===== config.mk =====
export PLATFORM = sky130hd
export DESIGN_NAME = uart_alu_intf_flat
export DESIGN_NICKNAME = d
export VERILOG_FILES = /design/src/rtl/uart_alu_intf_pkg.sv /design/src/rtl/uart_alu_intf_if.sv /design/src/rtl/uart_alu_intf_frame_timer.sv /design/src/rtl/uart_alu_intf.sv /design/src/flat_wrapper.sv
export SDC_FILE = /design/constraint.sdc
export NUM_CORES = 1
export LEC_CHECK = 0
export BUFFER_PORTS_ARGS = -buffer_cell sky130_fd_sc_hd__buf_2
export CORE_AREA = 2 2 77 79
export CTS_BUF_LIST = sky130_fd_sc_hd__clkbuf_8
export DETAILED_ROUTE_END_ITERATION = 6
export DIE_AREA = 0 0 79 81
export PLACE_DENSITY_LB_ADDON = 0.25
export SLEW_MARGIN = 20
export SYNTH_ARGS = -nofsm -noshare
export SYNTH_HDL_FRONTEND = slang
export SYNTH_SLANG_ARGS = --single-unit
export TNS_END_PERCENT = 20

===== constraint.sdc =====
create_clock -name i_clk -period 2.2 [get_ports i_clk]
set_input_delay 0.33 -clock i_clk [delete_from_list [all_inputs] [get_ports i_clk]]
set_output_delay 0.33 -clock i_clk [all_outputs]
set_load 0.01 [all_outputs]

===== src/rtl/uart_alu_intf_pkg.sv =====
// Shared UART/ALU definitions: frame FSM encoding, default data widths and
// the sizing helper for the inter-byte timer.
package uart_alu_intf_pkg;

    localparam int NB_DATA_DEF = 8;
    localparam int NB_OP_DEF   = 6;

    typedef enum logic [2:0] {
        WAIT_A  = 3'd0,
        WAIT_B  = 3'd1,
        WAIT_OP = 3'd2,
        EXEC    = 3'd3,
        SEND    = 3'd4,
        WAIT_TX = 3'd5
    } frame_state_t;

    // Bits needed to hold the values 0..limit, never less than one bit.
    function automatic int timer_width(input int limit);
        int w;
        w = $clog2(limit + 1);
        return (w < 1) ? 1 : w;
    endfunction

endpackage


===== src/rtl/uart_alu_intf_if.sv =====
// Bundle of the UART receive/transmit handshakes and the ALU operand/result
// bus. The master side is the frame controller; the slave side is the
// surrounding UART and ALU logic.
interface uart_alu_intf_if
    import uart_alu_intf_pkg::*;
#(
    parameter int NB_DATA = NB_DATA_DEF,
    parameter int NB_OP   = NB_OP_DEF
);
    logic [NB_DATA-1:0] i_rx_data;
    logic               i_rx_done_tick;
    logic [NB_DATA-1:0] i_alu_result;
    logic               i_tx_done_tick;
    logic [NB_DATA-1:0] o_alu_a;
    logic [NB_DATA-1:0] o_alu_b;
    logic [NB_OP-1:0]   o_alu_op;
    logic [NB_DATA-1:0] o_tx_data;
    logic               o_tx_start;
    logic               o_drop_tick;

    modport master (
        input  i_rx_data, i_rx_done_tick, i_alu_result, i_tx_done_tick,
        output o_alu_a, o_alu_b, o_alu_op, o_tx_data, o_tx_start, o_drop_tick
    );

    modport slave (
        output i_rx_data, i_rx_done_tick, i_alu_result, i_tx_done_tick,
        input  o_alu_a, o_alu_b, o_alu_op, o_tx_data, o_tx_start, o_drop_tick
    );
endinterface


===== src/rtl/uart_alu_intf_frame_timer.sv =====
// Saturating inter-byte timer. Counts clocks while enabled, restarts from
// zero on clear, and flags expiry once TIMEOUT_CYCLES clocks have elapsed.
module frame_timer
    import uart_alu_intf_pkg::*;
#(
    parameter int TIMEOUT_CYCLES = 1000000
) (
    input  logic clk,
    input  logic rst_n,
    input  logic clear,
    input  logic enable,
    output logic expired
);
    localparam int            TW    = timer_width(TIMEOUT_CYCLES);
    localparam logic [TW-1:0] LIMIT = TW'(TIMEOUT_CYCLES);

    logic [TW-1:0] count_q;

    // Count up while enabled, holding at the limit instead of wrapping.
    always_ff @(posedge clk or negedge rst_n) begin
        if (!rst_n) begin
            count_q <= '0;
        end else if (clear) begin
            count_q <= '0;
        end else if (enable && (count_q != LIMIT)) begin
            count_q <= count_q + 1'b1;
        end
    end

    assign expired = (count_q == LIMIT);

endmodule


===== src/rtl/uart_alu_intf.sv =====
// Frame controller between a UART and a combinational ALU: collects the
// A, B and opcode bytes, executes for one clock, hands the result to the
// transmitter and waits for it to finish. Bytes arriving while a result is
// in flight are dropped and reported; a stalled partial frame times out.
module uart_alu_intf
    import uart_alu_intf_pkg::*;
#(
    parameter int NB_DATA        = NB_DATA_DEF,
    parameter int NB_OP          = NB_OP_DEF,
    parameter int TIMEOUT_CYCLES = 1000000
) (
    input  logic           i_clk,
    input  logic           i_reset,
    uart_alu_intf_if.master bus
);
    frame_state_t       state_q, state_d;
    logic               load_a, load_b, load_op, load_tx, drop;
    logic               timer_run, timer_clear, timer_expired;

    logic [NB_DATA-1:0] alu_a_q, alu_b_q, tx_data_q;
    logic [NB_OP-1:0]   alu_op_q;
    logic               tx_start_q, drop_tick_q;

    // The timer only runs while a frame is partially received; it restarts
    // whenever a byte is accepted and is held at zero in every other state.
    assign timer_run   = (state_q == WAIT_B) || (state_q == WAIT_OP);
    assign timer_clear = !timer_run || bus.i_rx_done_tick;

    frame_timer #(
        .TIMEOUT_CYCLES(TIMEOUT_CYCLES)
    ) u_frame_timer (
        .clk     (i_clk),
        .rst_n   (i_reset),
        .clear   (timer_clear),
        .enable  (timer_run),
        .expired (timer_expired)
    );

    // Frame state register.
    always_ff @(posedge i_clk or negedge i_reset) begin
        if (!i_reset) begin
            state_q <= WAIT_A;
        end else begin
            state_q <= state_d;
        end
    end

    // Next-state and load decisions; a received byte outranks a timeout.
    always_comb begin
        state_d = state_q;
        load_a  = 1'b0;
        load_b  = 1'b0;
        load_op = 1'b0;
        load_tx = 1'b0;
        drop    = 1'b0;
        case (state_q)
            WAIT_A: begin
                if (bus.i_rx_done_tick) begin
                    load_a  = 1'b1;
                    state_d = WAIT_B;
                end
            end
            WAIT_B: begin
                if (bus.i_rx_done_tick) begin
                    load_b  = 1'b1;
                    state_d = WAIT_OP;
                end else if (timer_expired) begin
                    state_d = WAIT_A;
                end
            end
            WAIT_OP: begin
                if (bus.i_rx_done_tick) begin
                    load_op = 1'b1;
                    state_d = EXEC;
                end else if (timer_expired) begin
                    state_d = WAIT_A;
                end
            end
            EXEC: begin
                load_tx = 1'b1;
                drop    = bus.i_rx_done_tick;
                state_d = SEND;
            end
            SEND: begin
                drop    = bus.i_rx_done_tick;
                state_d = WAIT_TX;
            end
            WAIT_TX: begin
                drop = bus.i_rx_done_tick;
                if (bus.i_tx_done_tick) begin
                    state_d = WAIT_A;
                end
            end
            default: begin
                state_d = WAIT_A;
            end
        endcase
    end

    // Operand, opcode and result registers; they hold until the next frame
    // overwrites them. The start request is high exactly while in SEND.
    always_ff @(posedge i_clk or negedge i_reset) begin
        if (!i_reset) begin
            alu_a_q     <= '0;
            alu_b_q     <= '0;
            alu_op_q    <= '0;
            tx_data_q   <= '0;
            tx_start_q  <= 1'b0;
            drop_tick_q <= 1'b0;
        end else begin
            if (load_a)  alu_a_q   <= bus.i_rx_data;
            if (load_b)  alu_b_q   <= bus.i_rx_data;
            if (load_op) alu_op_q  <= bus.i_rx_data[NB_OP-1:0];
            if (load_tx) tx_data_q <= bus.i_alu_result;
            tx_start_q  <= load_tx;
            drop_tick_q <= drop;
        end
    end

    assign bus.o_alu_a     = alu_a_q;
    assign bus.o_alu_b     = alu_b_q;
    assign bus.o_alu_op    = alu_op_q;
    assign bus.o_tx_data   = tx_data_q;
    assign bus.o_tx_start  = tx_start_q;
    assign bus.o_drop_tick = drop_tick_q;

endmodule

===== src/flat_wrapper.sv =====
// flat-port wrapper written by rule: the top's interface ports become plain ports
module uart_alu_intf_flat import uart_alu_intf_pkg::*;
#(
    parameter int NB_DATA        = NB_DATA_DEF,
    parameter int NB_OP          = NB_OP_DEF,
    parameter int TIMEOUT_CYCLES = 1000000
)
  (i_clk, i_reset, bus_i_rx_data, bus_i_rx_done_tick, bus_i_alu_result, bus_i_tx_done_tick, bus_o_alu_a, bus_o_alu_b, bus_o_alu_op, bus_o_tx_data, bus_o_tx_start, bus_o_drop_tick);
  uart_alu_intf_if #(.NB_DATA(NB_DATA), .NB_OP(NB_OP)) bus_i ();
  input  logic i_clk;
  input  logic i_reset;
  input wire logic [$bits(bus_i.i_rx_data)-1:0] bus_i_rx_data;
  input wire logic [$bits(bus_i.i_rx_done_tick)-1:0] bus_i_rx_done_tick;
  input wire logic [$bits(bus_i.i_alu_result)-1:0] bus_i_alu_result;
  input wire logic [$bits(bus_i.i_tx_done_tick)-1:0] bus_i_tx_done_tick;
  output wire logic [$bits(bus_i.o_alu_a)-1:0] bus_o_alu_a;
  output wire logic [$bits(bus_i.o_alu_b)-1:0] bus_o_alu_b;
  output wire logic [$bits(bus_i.o_alu_op)-1:0] bus_o_alu_op;
  output wire logic [$bits(bus_i.o_tx_data)-1:0] bus_o_tx_data;
  output wire logic [$bits(bus_i.o_tx_start)-1:0] bus_o_tx_start;
  output wire logic [$bits(bus_i.o_drop_tick)-1:0] bus_o_drop_tick;
  assign bus_i.i_rx_data = bus_i_rx_data;
  assign bus_i.i_rx_done_tick = bus_i_rx_done_tick;
  assign bus_i.i_alu_result = bus_i_alu_result;
  assign bus_i.i_tx_done_tick = bus_i_tx_done_tick;
  assign bus_o_alu_a = bus_i.o_alu_a;
  assign bus_o_alu_b = bus_i.o_alu_b;
  assign bus_o_alu_op = bus_i.o_alu_op;
  assign bus_o_tx_data = bus_i.o_tx_data;
  assign bus_o_tx_start = bus_i.o_tx_start;
  assign bus_o_drop_tick = bus_i.o_drop_tick;
  uart_alu_intf #(.NB_DATA(NB_DATA), .NB_OP(NB_OP), .TIMEOUT_CYCLES(TIMEOUT_CYCLES)) u_core (.i_clk(i_clk), .i_reset(i_reset), .bus(bus_i));
endmodule

==> results of run 1 <==
-- worst min path at each step --
stage | start | endpoint | slack, ns
after floorplan | i_reset | u_core.bus.o_alu_a[0] | 0.03
after global placement | i_reset | u_core.bus.o_alu_a[4] | 0.38
after detailed placement | i_reset | u_core.bus.o_alu_b[4] | 0.38
after CTS | i_reset | u_core.bus.o_alu_b[4] | 0.04
after global routing | i_reset | u_core.bus.o_alu_b[4] | 0.06
final | i_reset | u_core.bus.o_alu_b[4] | 0.03
-- registers in the layout (all words and copies together) (netlist names) --
signal,flops
u_core.bus.o_alu_op,6
u_core.bus.o_tx_start,1
u_core.bus.o_tx_data,8
u_core.bus.o_alu_a,8
u_core.bus.o_drop_tick,1
u_core.bus.o_alu_b,8
u_core.state_q,3
u_core.u_frame_timer.count_q,20
-- synthesized netlist by cell type, types with 2 or more instances --
cell	count	area share [%]
dfrtp_1	55	56
nand2_1	31	4.8
mux2_2	22	10
nand3_1	11	2.3
nor2_1	11	1.7
a21oi_1	10	2.0
xor2_1	8	2.9
nand2b_1	6	1.5
clkbuf_1	5	0.77
inv_1	5	0.77
nand4_1	5	1.3
or3_1	5	1.3
and3_1	4	1.0
o21ai_0	4	0.82
or4_1	4	1.2
o211ai_1	3	0.92
and4_1	2	0.72
and4b_1	2	0.82
buf_2	2	0.41
ha_1	2	1.0
nand3b_1	2	0.61
nor3_1	2	0.41
nor3_2	2	0.82
o21ai_1	2	0.41
o31ai_1	2	0.61
xnor2_1	2	0.72
-- power by group through the flow --
stage | clock network [mW] | registers (mW) | logic [mW]
CTS | 0.669 | 1.54 | 1.27
floorplan | 0 | 1.66 | 0.654
detailed placement | 0 | 1.56 | 1.26
finish | 0.642 | 1.53 | 1.25
global route | 0.711 | 1.59 | 1.40
global placement | 0 | 1.55 | 1.24
-- routing by layer --
layer	track usage (%)	wire (um)	up-vias
met5	0	0	-
met4	4.655	41	0
met3	4.333	233	4
met2	25.34	2238	41
met1	22.07	2300	870
li1	-	-	887
-- logic make-up (layout without fill, tap and decap cells) --
| group | Yosys count | count (layout) | synth area share (%) |
|---|---|---|---|
| AND/OR/NAND/NOR | 92 | 92 | 20.78 |
| flip-flops | 55 | 55 | 56.29 |
| AO/OA/AOI/OAI | 24 | 24 | 6.090 |
| multiplexers | 22 | 22 | 10.13 |
| buffers and inverters | 13 | 73 | 2.098 |
| XOR/XNOR | 10 | 10 | 3.583 |
| adder cells (fa/ha/maj) | 2 | 2 | 1.023 |
-- metrics by stage --
stage	util, %	total power [mW]	area, um^2
2_1_floorplan	-	2.310	2445
3_3_place_gp	50.00	2.784	2838
3_5_place_dp	50.00	2.828	2838
4_1_cts	51.87	3.477	2944
5_1_grt	52.03	3.695	2953
6_report	52.03	3.429	2953
-- timing repair --
action	in CTS	in global routing
hold endpoints to repair	0	0
setup buffers	0	1
endpoints found under the setup margin	0	2
resized for setup	0	1
-- final cells by class --
cell class	count	area [um^2]	area share, %
Clock buffer	5	68.82	2.331
Clock inverter	2	37.54	1.271
Inverter	6	22.52	0.7627
Multi-Input combinational cell	150	1017	34.45
Sequential cell	55	1378	46.65
Tap cell	75	93.84	3.178
Timing Repair Buffer	60	335.3	11.36
==> reports/qor.txt, run 1 <==
Layout fillers: 527
Flops & latches, synth: 55
Final worst slack: 0.1281 ns
Cell Area, Synth: 2445 um^2
CP bufs+invs: 1
Final setup fails: 0
Fin crit share: 94.18%
Cell Count Post-Placement: 345
CP Launch Point: u_core.u_frame_timer.count_q[1]
Yosys warning total: 0
Top FF cell, synth: dfrtp_1
Commonest non-fill, non-tap cell in the layout: dfrtp_1
R2r setup slk: 0.13 ns
Largest net degree at the start of global routing: 28
FFs w/ async S/R, synth: 100.0%
CP max stage delay: 0.52 ns
Startpoint Class: flip-flop
Critical Path End: u_core.state_q[1]
Crit path required time: 2.38 ns
CTS Buf Count: 5
Worst reg2reg path depth: 6
Via density per instance: 5.105
Syn avg cell area: 11.21 um^2
Worst Hold Margin: 0.02734 ns
Final std cells w/o fill: 353
Slew HR: 58.95%
Initial antenna violation count: 0
DRC: 0
Max IR drop VDD: 0.4397 mV
Total core area: 5675 um^2
CTS Buffer Depth: 2
I/O pin count: 52
Vias in the first global route: 1601
Routed vias: 1802
Final setup skew: 0.01108 ns
Status: finished, final reports clean
Max cap viols: 0
Worst r2r src: u_core.u_frame_timer.count_q[1]
H-tree levels: 2
Die ar.: 6399 um^2
DRT iter0 DRCs: 91
Crit path kind: reg -> reg
Initial Utilization: 43.08%
Crit-path leading delay family: simple AND/OR/NAND/NOR gates
Fmax: 0.4827 GHz
Die W: 79 um
Std-Cell Rows: 28
Post-CTS Hold Buffers: 0
R2r endpoint: u_core.state_q[1]
Combinational share of power: 36.5%
CP max-delay cell: or4_4
Clock power share: 18.7%
Fraction of layout cells with a size suffix above 1: 35.25%
Clk sinks: 55
I/O Buffers: 51
EDFF count, synth: 0
Final hold violations: 0
Worst-Skew Late Latency: 0.30 ns
Reg clk slew, reported paths: 0.10 ns
Setup crit end kind: flip-flop
Hold WC Path Type: in -> async
Clock Tree Root: clkbuf_8
Synthesized instance count: 218
Switch share: 33.10%
Worst slew pin tran: 0.6158 ns
Yosys cell types: 35
Post-Route WL: 4814 um
CP Max Fanout: 4
WP data arrival: 2.25 ns
TritonCTS clock tree: done
Inserted Diodes: 0
Detail Placement HPWL: 3513 um
First-pass GRT wire length: 8010 um
Routability cong.: 0.8090
Sequential share of the synthesized area: 56.29%
Global Route Usage Sum: 16.11%
Most frequent cells in the layout: 54 x dfrtp_1, 51 x buf_2, 31 x nand2_1, 22 x mux2_2
Setup_tns: 0 ns
Die Ht: 81 um
Area Growth Syn to Fin: 20.78%
Dpl ws: 0.1032 ns
Seq pwr share: 44.7%
First-pass DRT Iterations: 4
Avg WL per Cell: 13.64 um
RSZ-0062 raised after global routing: false
Sw power: 1.135 mW
Power Internal: 2.294 mW
Post-route ant nets: 0
Final min period: 2.072 ns
Syn nets: 240
Leakage: 1.362 nW
Crit-path cells: inv_1 -> ha_1 -> or4b_4 -> or4_4 -> o311ai_2 -> a21oi_1
Power per Cell Area: 1161 nW/um^2
Grt total ovfl: 0
Nets: 300
Critical path depth in cells: 6
Fin. max-slew vios: 0
No activity file was read; power rests on OpenSTA's default activity.
==> inputs of run 2 (changes only) <==
Settings changed: CORE_AREA 2 2 77 79 to 2 2 95 97, DIE_AREA 0 0 79 81 to 0 0 97 99, PLACE_DENSITY set to 0.52, PLACE_DENSITY_LB_ADDON 0.25 to unset.
==> reports/qor.txt, run 2 (synthesized netlist as in run 1, its figures left out) <==
TritonCTS clock tree: done (unchanged)
Power per Cell Area: 1149 nW/um^2 (was 1161 nW/um^2)
CTS Buffer Depth: 2 (unchanged)
Worst-Skew Late Latency: 0.30 ns (about the same)
Inserted Diodes: 0 (unchanged)
Die ar.: 9603 um^2 (was 6399 um^2)
Nets: 301 (was 300)
H-tree levels: 2 (unchanged)
Grt total ovfl: 0 (unchanged)
WP data arrival: 2.28 ns (was 2.25 ns)
Routability cong.: 0.7750 (was 0.8090)
GR Layer Usage met2: 17.95% (was 25.34%)
Die W: 97 um (was 79 um)
Final setup skew: 0.008336 ns (was 0.01108 ns)
Crit path kind: reg -> reg (unchanged)
Gr busiest metal: met2 (unchanged)
Fin crit share: 95.29% (was 94.18%)
First-pass DRT Iterations: 4 (unchanged)
Max cap viols: 0 (unchanged)
Total core area: 8551 um^2 (was 5675 um^2)
Leakage: 1.368 nW (was 1.362 nW)
Slew HR: 64.56% (was 58.95%)
R2r setup slk: 0.10 ns (was 0.13 ns)
Initial Utilization: 28.59% (was 43.08%)
CP Max Fanout: 4 (unchanged)
Met1 usage: 14.35% (was 22.07%)
Area Growth Syn to Fin: 22.82% (was 20.78%)
Avg WL per Cell: 12.86 um (was 13.64 um)
Final setup fails: 0 (unchanged)
Max IR drop VDD: 0.3295 mV (was 0.4397 mV)
Status: finished, final reports clean (unchanged)
I/O pin count: 52 (unchanged)
Final hold violations: 0 (unchanged)
Largest net degree at the start of global routing: 44 (was 28)
Commonest non-fill, non-tap cell in the layout: dfrtp_1 (unchanged)
Post-route ant nets: 0 (unchanged)
Worst slew pin tran: 0.5293 ns (was 0.6158 ns)
Fraction of layout cells with a size suffix above 1: 34.77% (was 35.25%)
Reg clk slew, reported paths: 0.09 ns (was 0.10 ns)
Via density per instance: 4.739 (was 5.105)
Clock Tree Root: clkbuf_8 (unchanged)
Initial antenna violation count: 0 (unchanged)
Post-Route WL: 4977 um (was 4814 um)
Final min period: 2.096 ns (was 2.072 ns)
DRT iter0 DRCs: 53 (was 91)
Hold WC Path Type: in -> reg (was in -> async)
Startpoint Class: flip-flop (unchanged)
Setup_tns: 0 ns (unchanged)
Global Route Usage Sum: 11.06% (was 16.11%)
Number of flip-flops in the largest register: 20 (unchanged)
Die Ht: 99 um (was 81 um)
Biggest register: u_core.u_frame_timer.count_q (unchanged)
Fmax: 0.4770 GHz (was 0.4827 GHz)
CTS Buf Count: 5 (unchanged)
RSZ-0062 raised after global routing: false (unchanged)
Clk sinks: 55 (unchanged)
Fin. max-slew vios: 0 (unchanged)
Detail Placement HPWL: 3643 um (was 3513 um)
Routed vias: 1834 (was 1802)
Worst Hold Margin: 0.2090 ns (was 0.02734 ns)
Crit path required time: 2.38 ns (about the same)
Most frequent cells in the layout: 55 x dfrtp_1, 51 x buf_2, 31 x nand2_1, 22 x mux2_2 (was 54 x dfrtp_1, 51 x buf_2, 31 x nand2_1, 22 x mux2_2)
Met3 Usage GRT: 3.333% (was 4.333%)
I/O Buffers: 51 (unchanged)
Std-Cell Rows: 34 (was 28)
DRC: 0 (unchanged)
Setup crit end kind: flip-flop (unchanged)
First-pass GRT wire length: 8735 um (was 8010 um)
Vias in the first global route: 1783 (was 1601)
-- run 2: cell count changes in the layout (fill, tap and decap cells not counted), sizes merged --
cell / before / now
dlygate4sd3: 0 / 1
-- run 2: repair_timing --
item / CTS / global route
gates resized for setup: 0 / 0
hold endpoints to repair: 12 / 0
hold buffers: 1 / 0
setup buffers: 0 / 0
-- run 2: metrics by stage --
stage | setup WS (ns) | power [mW] | area, um^2 | instances | utilization [%]
2_1_floorplan | 0.1712 | 2.310 | 2445 | 218 | -
3_3_place_gp | 0.1503 | 2.828 | 2887 | 379 | 33.76
3_5_place_dp | 0.1327 | 2.848 | 2887 | 379 | 33.76
4_1_cts | 0.09259 | 3.519 | 3003 | 387 | 35.12
5_1_grt | 0.006665 | 3.704 | 3003 | 387 | 35.12
6_report | 0.1035 | 3.450 | 3003 | 387 | 35.12
-- run 2: per-layer routing --
metal | vias up | routed length [um] | part of all wire (%)
met5 | - | 0 | 0
met2 | 50 | 2296 | 46
met1 | 885 | 2317 | 47
li1 | 893 | - | -
met3 | 6 | 297 | 6.0
met4 | 0 | 65 | 1.3
-- run 2: final timing paths --
path | start | end | depth (start not counted)
hold / removal | bus_i_alu_result[3] | u_core.bus.o_tx_data[3] | 3
setup reg to reg | u_core.u_frame_timer.count_q[0] | u_core.state_q[1] | 6
min in group asynchronous | i_reset | u_core.bus.o_alu_b[3] | 2
hold reg to reg | u_core.bus.o_tx_data[7] | u_core.bus.o_tx_data[7] | 2
max in group asynchronous | i_reset | u_core.state_q[0] | 3
setup / recovery | u_core.u_frame_timer.count_q[0] | u_core.state_q[1] | 6
-- run 2: power breakdown --
| part | switching [mW] | internal, mW |
|---|---|---|
| clock | 0.320 | 0.333 |
| combinational | 0.633 | 0.629 |
| sequential | 0.197 | 1.34 |
| total | 1.15 | 2.30 |
-- run 2: layout make-up --
class	count	area, um^2
fillers	869	5548
inverters	6	22.52
well taps	108	135.1
clock inverters	2	37.54
repair buffers	61	345.3
multi-input cells	150	1017
clock buffers	5	68.82
flip-flops and latches	55	1376
-- run 2: critical path: stages (launching register included) --
cell and delay [ns]:
dfrtp_1 0.39, inv_1 0.07, ha_1 0.15, or4b_4 0.46
or4_4 0.53, o311ai_2 0.27, a21oi_1 0.10
==> inputs of run 3 (changes only) <==
Settings changed: REMOVE_ABC_BUFFERS set to 1.
==> reports/qor.txt, run 3 (synthesized netlist as in run 1, its figures left out) <==
Fraction of layout cells with a size suffix above 1: 34.30% (was 34.77%)
Layout fillers: 880 (was 869)
Crit path kind: reg -> reg (unchanged)
Die ar.: 9603 um^2 (unchanged)
Startpoint Class: flip-flop (unchanged)
I/O Buffers: 51 (unchanged)
Hold WC Path Type: in -> async (was in -> reg)
Setup crit end kind: flip-flop (unchanged)
Commonest non-fill, non-tap cell in the layout: dfrtp_1 (unchanged)
Inserted Diodes: 0 (unchanged)
Worst r2r src: u_core.u_frame_timer.count_q[0] (unchanged)
Die W: 97 um (unchanged)
Worst Hold Margin: -0.01061 ns (was 0.2090 ns)
WP data arrival: 2.29 ns (was 2.28 ns)
R2r endpoint: u_core.state_q[1] (unchanged)
Worst slew pin tran: 0.5487 ns (was 0.5293 ns)
Critical Path End: u_core.state_q[1] (unchanged)
Reg clk slew, reported paths: 0.09 ns (about the same)
DRC: 0 (unchanged)
Setup_tns: 0 ns (unchanged)
Die Ht: 99 um (unchanged)
Biggest register: u_core.u_frame_timer.count_q (unchanged)
Std-Cell Rows: 34 (unchanged)
Post-Route WL: 4905 um (was 4977 um)
Fin area: 2992 um^2 (was 3003 um^2)
R2r setup slk: 0.10 ns (about the same)
Crit path required time: 2.39 ns (was 2.38 ns)
Postcts setup bufs: 0 (unchanged)
Area after DPL: 2879 um^2 (was 2887 um^2)
Power per Cell Area: 1144 nW/um^2 (was 1149 nW/um^2)
Status: finished with violations (was finished, final reports clean)
Leakage: 1.368 nW (about the same)
Vias in the first global route: 1878 (was 1783)
Final setup fails: 0 (unchanged)
Final worst slack: 0.1020 ns (was 0.1035 ns)
Final hold violations: 5 (was 0)
CP Max Fanout: 4 (unchanged)
Most frequent cells in the layout: 55 x dfrtp_1, 51 x buf_2, 31 x nand2_1, 22 x mux2_2 (unchanged)
Footprint of the multi-input gates: 1027 um^2 (was 1017 um^2)
Fin. max-slew vios: 0 (unchanged)
Global Route Usage Sum: 10.99% (was 11.06%)
TritonCTS clock tree: done (unchanged)
Post-CTS Hold Buffers: 0 (was 1)
CTS Buf Count: 5 (unchanged)
Worst reg2reg path depth: 6 (unchanged)
RSZ-0062 raised after global routing: false (unchanged)
H-tree levels: 2 (unchanged)
CP Launch Point: u_core.u_frame_timer.count_q[0] (unchanged)
Worst-Skew Late Latency: 0.30 ns (about the same)
Area Growth Syn to Fin: 22.36% (was 22.82%)
I/O pin count: 52 (unchanged)
DRT iter0 DRCs: 66 (was 53)
Clk sinks: 55 (unchanged)
Max cap viols: 0 (unchanged)
CTS Buffer Depth: 2 (unchanged)
Detail Placement HPWL: 3532 um (was 3643 um)
First-pass GRT wire length: 8728 um (was 8735 um)
Avg WL per Cell: 12.74 um (was 12.86 um)
Total core area: 8551 um^2 (unchanged)
Max IR drop VDD: 0.2799 mV (was 0.3295 mV)
Clock Tree Root: clkbuf_8 (unchanged)
Fin crit share: 95.36% (was 95.29%)
Nets: 299 (was 301)
Number of flip-flops in the largest register: 20 (unchanged)
Final setup skew: 0.008869 ns (was 0.008336 ns)
Dpl ws: 0.1424 ns (was 0.1327 ns)
Final min period: 2.098 ns (was 2.096 ns)
Failing checks: hold timing
Grt total ovfl: 0 (unchanged)
Routability cong.: 0.7390 (was 0.7750)
Routed vias: 1794 (was 1834)
Slew HR: 63.26% (was 64.56%)
First-pass DRT Iterations: 4 (unchanged)
Initial Utilization: 28.59% (unchanged)
Reg area: 1376 um^2 (unchanged)
Largest net degree at the start of global routing: 56 (was 44)
Initial antenna violation count: 0 (unchanged)
Via density per instance: 4.660 (was 4.739)
Fmax: 0.4767 GHz (was 0.4770 GHz)
Post-route ant nets: 0 (unchanged)
## run 3: final cells by class
class                           instances  area share [%]
Clock inverter                          2           1.129
Multi-Input combinational cell        150           34.34
Inverter                                6          0.7528
Clock buffer                            5           2.300
Sequential cell                        55           46.01
Tap cell                              108           4.517
Timing Repair Buffer                   59           10.96
## run 3: per-layer routing
metal,global-route usage [%],routed length [um],vias up
met4,3.792,74,0
met2,18.32,2319,45
met5,0,0,-
met1,13.83,2245,860
li1,-,-,884
met3,2.979,266,5
## run 3: where the power goes
part	switching (mW)	internal, mW
combinational	0.620	0.626
clock	0.311	0.330
sequential	0.197	1.34
total	1.13	2.29
## run 3: worst min path at each step
stage,slack [ns],end,cells past startpoint,startpoint
2_1_floorplan,0.03,u_core.bus.o_alu_a[0],0,i_reset
3_3_place_gp,0.36,u_core.bus.o_alu_b[7],2,i_reset
3_5_place_dp,0.36,u_core.bus.o_alu_b[7],2,i_reset
4_1_cts,0.02,u_core.bus.o_alu_b[7],2,i_reset
5_1_grt,0.03,u_core.bus.o_alu_b[7],2,i_reset
6_report,-0.01,u_core.bus.o_alu_b[7],2,i_reset
## run 3: repair_timing
action,4_1_cts,5_1_grt
resized for setup,0,1
endpoints found under the setup margin,0,1
hold endpoints to repair,0,0
## run 3: metrics by stage
stage	total power, mW	std cells	util (%)
after floorplan	2.281	211	-
after global placement	2.810	378	33.67
after detailed placement	2.829	378	33.67
after CTS	3.480	385	34.87
after global routing	3.677	385	34.99
final	3.422	385	34.99
## run 3: critical path, cell delays in order, from the launching register on
cell,delay [ns]
dfrtp_1,0.39
inv_1,0.08
ha_1,0.15
or4b_4,0.47
or4_4,0.54
o311ai_4,0.27
a21oi_1,0.10
